**src/rtl/dmem_arbiter.sv**
```systemverilog
// dmem_arbiter
// Shares one single-ported 32x8 data memory between the CPU data port (m0)
// and a host/debug loader port (m1). Each access takes three cycles:
// IDLE (arbitrate and latch), ACCESS (memory pins driven from registers),
// RESP (one-cycle ack to the winner).
//
// Build option:
//   DMEM_ARBITER_FIXED_PRIO_EN  - when defined, m0 always wins simultaneous
//                                 requests and no round-robin state exists.
//                                 When undefined, ties alternate via last_grant.
module dmem_arbiter #(
    parameter int AW = 5,
    parameter int DW = 8
) (
    input  logic          clk,
    input  logic          rst,
    input  logic          m0_req,
    input  logic          m0_we,
    input  logic [AW-1:0] m0_addr,
    input  logic [DW-1:0] m0_wdata,
    output logic          m0_ack,
    output logic [DW-1:0] m0_rdata,
    input  logic          m1_req,
    input  logic          m1_we,
    input  logic [AW-1:0] m1_addr,
    input  logic [DW-1:0] m1_wdata,
    output logic          m1_ack,
    output logic [DW-1:0] m1_rdata,
    output logic          mem_rd,
    output logic          mem_wr,
    output logic [AW-1:0] mem_addr,
    output logic [DW-1:0] mem_din,
    input  logic [DW-1:0] mem_dout,
    output logic [7:0]    conflicts
);

    typedef enum logic [1:0] {
        IDLE   = 2'd0,
        ACCESS = 2'd1,
        RESP   = 2'd2
    } state_t;

    state_t        state_reg, state_next;
    logic          grant_reg, grant_next;       // 0 = m0 owns the access, 1 = m1
    logic          mem_rd_reg, mem_rd_next;
    logic          mem_wr_reg, mem_wr_next;
    logic [AW-1:0] mem_addr_reg, mem_addr_next;
    logic [DW-1:0] mem_din_reg, mem_din_next;
    logic [7:0]    conflicts_reg, conflicts_next;

    logic          both_req;
    logic          any_req;
    logic          pick_m1;
    logic          sel_we;
    logic [AW-1:0] sel_addr;
    logic [DW-1:0] sel_wdata;

    assign both_req = m0_req & m1_req;
    assign any_req  = m0_req | m1_req;

`ifdef DMEM_ARBITER_FIXED_PRIO_EN
    // m1 only wins when the CPU is not asking.
    assign pick_m1 = ~m0_req;
`else
    logic last_grant_reg, last_grant_next;

    // On a tie the port that did not win last time is served.
    assign pick_m1 = both_req ? ~last_grant_reg : m1_req;

    // Remember the winner each time an access is launched.
    always_comb begin
        last_grant_next = last_grant_reg;
        if (state_reg == IDLE && any_req) begin
            last_grant_next = pick_m1;
        end
    end

    // Round-robin history; starts at m1 so m0 takes the first tie.
    always_ff @(posedge clk) begin
        if (rst) begin
            last_grant_reg <= 1'b1;
        end else begin
            last_grant_reg <= last_grant_next;
        end
    end
`endif

    // Request fields of whichever port is being granted.
    assign sel_we    = pick_m1 ? m1_we    : m0_we;
    assign sel_addr  = pick_m1 ? m1_addr  : m0_addr;
    assign sel_wdata = pick_m1 ? m1_wdata : m0_wdata;

    // Next-state and next memory-pin values; memory pins only change on edges.
    always_comb begin
        state_next     = state_reg;
        grant_next     = grant_reg;
        mem_rd_next    = mem_rd_reg;
        mem_wr_next    = mem_wr_reg;
        mem_addr_next  = mem_addr_reg;
        mem_din_next   = mem_din_reg;
        conflicts_next = conflicts_reg;
        case (state_reg)
            IDLE: begin
                if (both_req && conflicts_reg != 8'hFF) begin
                    conflicts_next = conflicts_reg + 8'd1;
                end
                if (any_req) begin
                    state_next    = ACCESS;
                    grant_next    = pick_m1;
                    mem_rd_next   = ~sel_we;
                    mem_wr_next   = sel_we;
                    mem_addr_next = sel_addr;
                    mem_din_next  = sel_wdata;
                end
            end
            ACCESS: begin
                state_next  = RESP;
                mem_rd_next = 1'b0;
                mem_wr_next = 1'b0;
            end
            RESP: begin
                state_next = IDLE;
            end
            default: begin
                state_next  = IDLE;
                mem_rd_next = 1'b0;
                mem_wr_next = 1'b0;
            end
        endcase
    end

    // Arbiter state and registered memory-side outputs.
    always_ff @(posedge clk) begin
        if (rst) begin
            state_reg     <= IDLE;
            grant_reg     <= 1'b0;
            mem_rd_reg    <= 1'b0;
            mem_wr_reg    <= 1'b0;
            mem_addr_reg  <= '0;
            mem_din_reg   <= '0;
            conflicts_reg <= 8'd0;
        end else begin
            state_reg     <= state_next;
            grant_reg     <= grant_next;
            mem_rd_reg    <= mem_rd_next;
            mem_wr_reg    <= mem_wr_next;
            mem_addr_reg  <= mem_addr_next;
            mem_din_reg   <= mem_din_next;
            conflicts_reg <= conflicts_next;
        end
    end

    logic [1:0]         ack_bus;
    logic [1:0][DW-1:0] rdata_bus;

    for (genvar gi = 0; gi < 2; gi++) begin : g_port
        logic          serve;
        logic          ack_reg;
        logic [DW-1:0] rdata_reg;

        assign serve = (state_reg == ACCESS) && (grant_reg == (gi == 1));

        // Ack pulses in the cycle after this port's access; read data is held
        // until this port's next read completes.
        always_ff @(posedge clk) begin
            if (rst) begin
                ack_reg   <= 1'b0;
                rdata_reg <= '0;
            end else begin
                ack_reg <= serve;
                if (serve && mem_rd_reg) begin
                    rdata_reg <= mem_dout;
                end
            end
        end

        assign ack_bus[gi]   = ack_reg;
        assign rdata_bus[gi] = rdata_reg;
    end

    assign m0_ack    = ack_bus[0];
    assign m1_ack    = ack_bus[1];
    assign m0_rdata  = rdata_bus[0];
    assign m1_rdata  = rdata_bus[1];
    assign mem_rd    = mem_rd_reg;
    assign mem_wr    = mem_wr_reg;
    assign mem_addr  = mem_addr_reg;
    assign mem_din   = mem_din_reg;
    assign conflicts = conflicts_reg;

endmodule

```
**config.mk**
```make
export PLATFORM = sky130hd
export DESIGN_NAME = dmem_arbiter
export DESIGN_NICKNAME = d
export VERILOG_FILES = /design/src/rtl/dmem_arbiter.sv
export SDC_FILE = /design/constraint.sdc
export NUM_CORES = 1
export LEC_CHECK = 0
export BUFFER_PORTS_ARGS = -buffer_cell sky130_fd_sc_hd__buf_2
export CORE_ASPECT_RATIO = 0.8
export CORE_UTILIZATION = 47
export DETAILED_ROUTE_END_ITERATION = 8
export PLACE_DENSITY_LB_ADDON = 0.08
export SLEW_MARGIN = 40
export SYNTH_ARGS = -nofsm -noshare
export SYNTH_HDL_FRONTEND = slang
export SYNTH_SLANG_ARGS = --single-unit
```
**constraint.sdc**
```tcl
create_clock -name clk -period 1.5 [get_ports clk]
set_input_delay 0.075 -clock clk [delete_from_list [all_inputs] [get_ports clk]]
set_output_delay 0.075 -clock clk [all_outputs]
set_load 0.02 [all_outputs]
```
==> run summary <==
The final layout contains routed wiring with a total length of 3990 um. The worst setup margin came out at 0.119 ns. Once layout is complete, the cells apart from fillers number 343. The fraction of power spent switching nets is 0.269, and the setup violation total in the final timing report is 0. The worst register-to-register path has a depth of 5. The max-slew headroom at the worst pin came out at 0.793.

Yosys instantiated no cell more often than sky130_fd_sc_hd__dfxtp_1. The logs give 6350 um for the global-route wire length before repair and 0 for the max-cap violation count. Clock latency on the worst-skew pair, taken at its later pin, is 0.29 ns. For this design the static power due to leakage is 1.13 nW. In this run the mean area of a mapped cell was 9.34 um2. The accumulated negative setup slack was 0 ns.

Transition time of the tightest slew-check pin: 0.311 ns. For this design the total switching power over the nets is 657 uW. Entering global routing, the biggest net connects 27 pins. Of all cell types, the one taking the most synthesized area is sky130_fd_sc_hd__dfxtp_1.

Walking the worst path, the cells encountered are ha_1 > nand3_2 > o211ai_2 > nor2_1 > mux2_1. For the boundary pin count, the log shows 81. The number of buffers inserted by port buffering came out at 80. Power spread over the standard cell area amounts to 986 nW/um2.

The number of nets in the synthesized netlist is 243. The buffer depth of the longest clock path is 2, and the share of final-layout standard cells stronger than drive strength 1 is 0.392. The die covers 4270 um2. Portion of total power attributed to sequential cells: 0.529. The arrival time at the worst endpoint was 1.56 ns. The placement row count is 20.

The element type at the critical path end is a flop. The worst-case IR drop observed on VDD is 0.977 mV. The run gives 3830 um2 as the placeable core region. The category of the critical setup timing path was flop to flop. The post-synthesis sequential element count is 45. The cell count after synthesis came out at 202. The cell sitting at the root of the clock tree is a sky130_fd_sc_hd__clkbuf_8.

The net count of the finished layout is 328. The tools report the critical path startpoint category as a flop. Total number of vias: 1640.

For the number of antenna violations at the first check in global routing, the log shows 0. Slowest library cell on the worst path: sky130_fd_sc_hd__dfxtp_2. For this run the aggregate overflow at the end of global routing stands at 0.

The global-route usage over all layers is 0.193, and the number of pins exceeding their max-slew limit in the final report is 0. The internal power of the cells totals 1.79 mW. For this design, the CTS-stage hold fixing added 0 buffers. After detailed routing, the number of remaining DRC violations is 0. Final count of hold timing violations: 0.

From bottom edge to top edge, the die measures 58.7 um. TritonCTS built the clock tree. The count of nets left with antenna violations once routing finished came out at 0. The weighted congestion reported at the end of routability-driven placement was 0.839. The area share of the largest cell type after synthesis is 0.477, and the largest fanout on the critical path is 5.

In this run, the number of DRC markers left after iteration 0 of detailed routing was 52. The synthesis warning total is 0. Setup repair after global routing left no endpoint under its margin. The CTS clock-pin slew for the worst setup and hold paths is 0.08 ns. The class of the most critical hold timing path is input pin to flop. For this run, the slowest stage of the critical path takes 0.36 ns. Combinational group share of total power: 0.186.

For the clock net sink count, the log shows 45. Once placement completed, the tool counted placed cells totaling 334. For the half-perimeter wire length after placement, the log shows 3020 um. The most used flip-flop cell after synthesis is sky130_fd_sc_hd__dfxtp_1. In the post-synthesis netlist, the biggest area contributors are sky130_fd_sc_hd__dfxtp_1 48%, sky130_fd_sc_hd__mux2i_1 8.5%, sky130_fd_sc_hd__nand2_1 6.4%. The tools report the required time at the worst-slack endpoint as 1.68 ns. The first-pass iteration count of the detailed router was 4. CTS built an H-tree with a depth of 2. Fraction of registers with async set or reset after synthesis: 0. The run finished with clean final reports.

Synthesis instantiated 38 different standard cells from the library. The number of clock buffers added by TritonCTS is 5. The synthesized design contains 0 enable-type register cells. For the power after layout, the log shows 2.44 mW. Across the routed clock network, the largest skew measured is 0.00311 ns. The worst hold path passes through 3 cells. Based on the critical path, the design can be clocked at up to 724 MHz.

The sequential element share of the synthesized area is 0.477. The number of diodes added for antenna fixing is 0, and the shortest period the worst path allows is 1.38 ns. The mapped netlist covers 1890 um2. The run gives 0.493 as the initial core utilization. The mean number of vias per cell is 4.78, and the worst slack at placement is 0.0807 ns. The clock network fraction of total power came out at 0.284. Sorting the synthesized cells by how often they occur yields 45 x sky130_fd_sc_hd__dfxtp_1, 32 x sky130_fd_sc_hd__nand2_1, 29 x sky130_fd_sc_hd__nor2_1, 18 x sky130_fd_sc_hd__a21oi_1, 16 x sky130_fd_sc_hd__mux2i_1. The via count of the first global-routing pass came out at 1440. The area growth from synthesis to layout is 31.3%.

The share of the clock period used by the worst path after layout came out at 0.921. The die width was 72.8 um. The average wire length per cell after detail routing came out at 11.6 um.
[placed cells by master (no fill, tap or decap), types with 2 or more instances in the layout]
cell type                   count
sky130_fd_sc_hd__a31oi_1        2
sky130_fd_sc_hd__nor2_1        28
sky130_fd_sc_hd__a21oi_1       18
sky130_fd_sc_hd__a211oi_1       4
sky130_fd_sc_hd__and2_1         4
sky130_fd_sc_hd__o21ai_0        2
sky130_fd_sc_hd__or2_2          2
sky130_fd_sc_hd__buf_2         80
sky130_fd_sc_hd__a211oi_2       9
sky130_fd_sc_hd__inv_1          2
sky130_fd_sc_hd__buf_4          7
sky130_fd_sc_hd__buf_12         2
sky130_fd_sc_hd__clkbuf_1       3
sky130_fd_sc_hd__xor2_1         5
sky130_fd_sc_hd__clkbuf_8       5
sky130_fd_sc_hd__o2111ai_1      2
sky130_fd_sc_hd__nand2_1       32
sky130_fd_sc_hd__dfxtp_2        2
sky130_fd_sc_hd__mux2i_1       16
sky130_fd_sc_hd__dfxtp_1       43
[layout make-up]
class | instances | area [um2]
fill | 351 | 1350
multi-input combinational | 144 | 925
sequential | 45 | 903
timing repair buffer | 89 | 493
clock buffer | 8 | 80.1
tap | 55 | 68.8
inverter | 2 | 7.51
[logic make-up (layout without fill, tap and decap cells)]
family | after synthesis | after routing | synth area share
AOI/OAI and AO/OA | 43 | 43 | 0.176
xor gates and xnor gates | 5 | 5 | 0.0232
adders and majority gates | 1 | 1 | 0.00663
buffers and inverters | 13 | 99 | 0.0365
DFF | 45 | 45 | 0.477
muxes | 17 | 17 | 0.0908
and+or+nand+nor | 78 | 78 | 0.190
[layer usage]
metal	GRT usage	part of all wire
met3	0.0514	0.061
met2	0.312	0.44
met4	0.0812	0.021
met5	0	0
met1	0.245	0.48
[metrics by stage]
stage	hold WS, ns	instance area [um2]	utilization
floorplan	0.211	1890	-
global placement	0.331	2380	0.622
detailed placement	0.335	2380	0.622
CTS	0.0241	2460	0.643
global route	0.0326	2480	0.647
finish	0.0321	2480	0.647
[final timing paths]
check	startpoint	to	slack, ns
max	conflicts[0]	conflicts[7]	0.12
min reg2reg	m1_rdata[0]	m1_rdata[0]	0.45
max reg2reg	conflicts[0]	conflicts[7]	0.12
min	mem_dout[5]	m1_rdata[5]	0.03
[power by group through the flow]
stage	logic, mW	clock network (mW)	registers (mW)
after global placement	0.454	0	1.32
final	0.455	0.695	1.29
after detailed placement	0.460	0	1.32
after floorplan	0.222	0	1.39
after global routing	0.498	0.774	1.30
after CTS	0.461	0.721	1.29
[critical path: cells and delay by family (launching register included)]
family	cells	cell delay, ns
mux	1	0.30
simple gates	2	0.20
compound gates	1	0.20
flops	1	0.36
fa+ha+maj	1	0.22
[timing repair]
item / in CTS / in global routing
resized for setup: 0 / 2
setup buffers: 0 / 1
setup endpoints to repair: 0 / 8
Power figures use the tool's default switching activity.
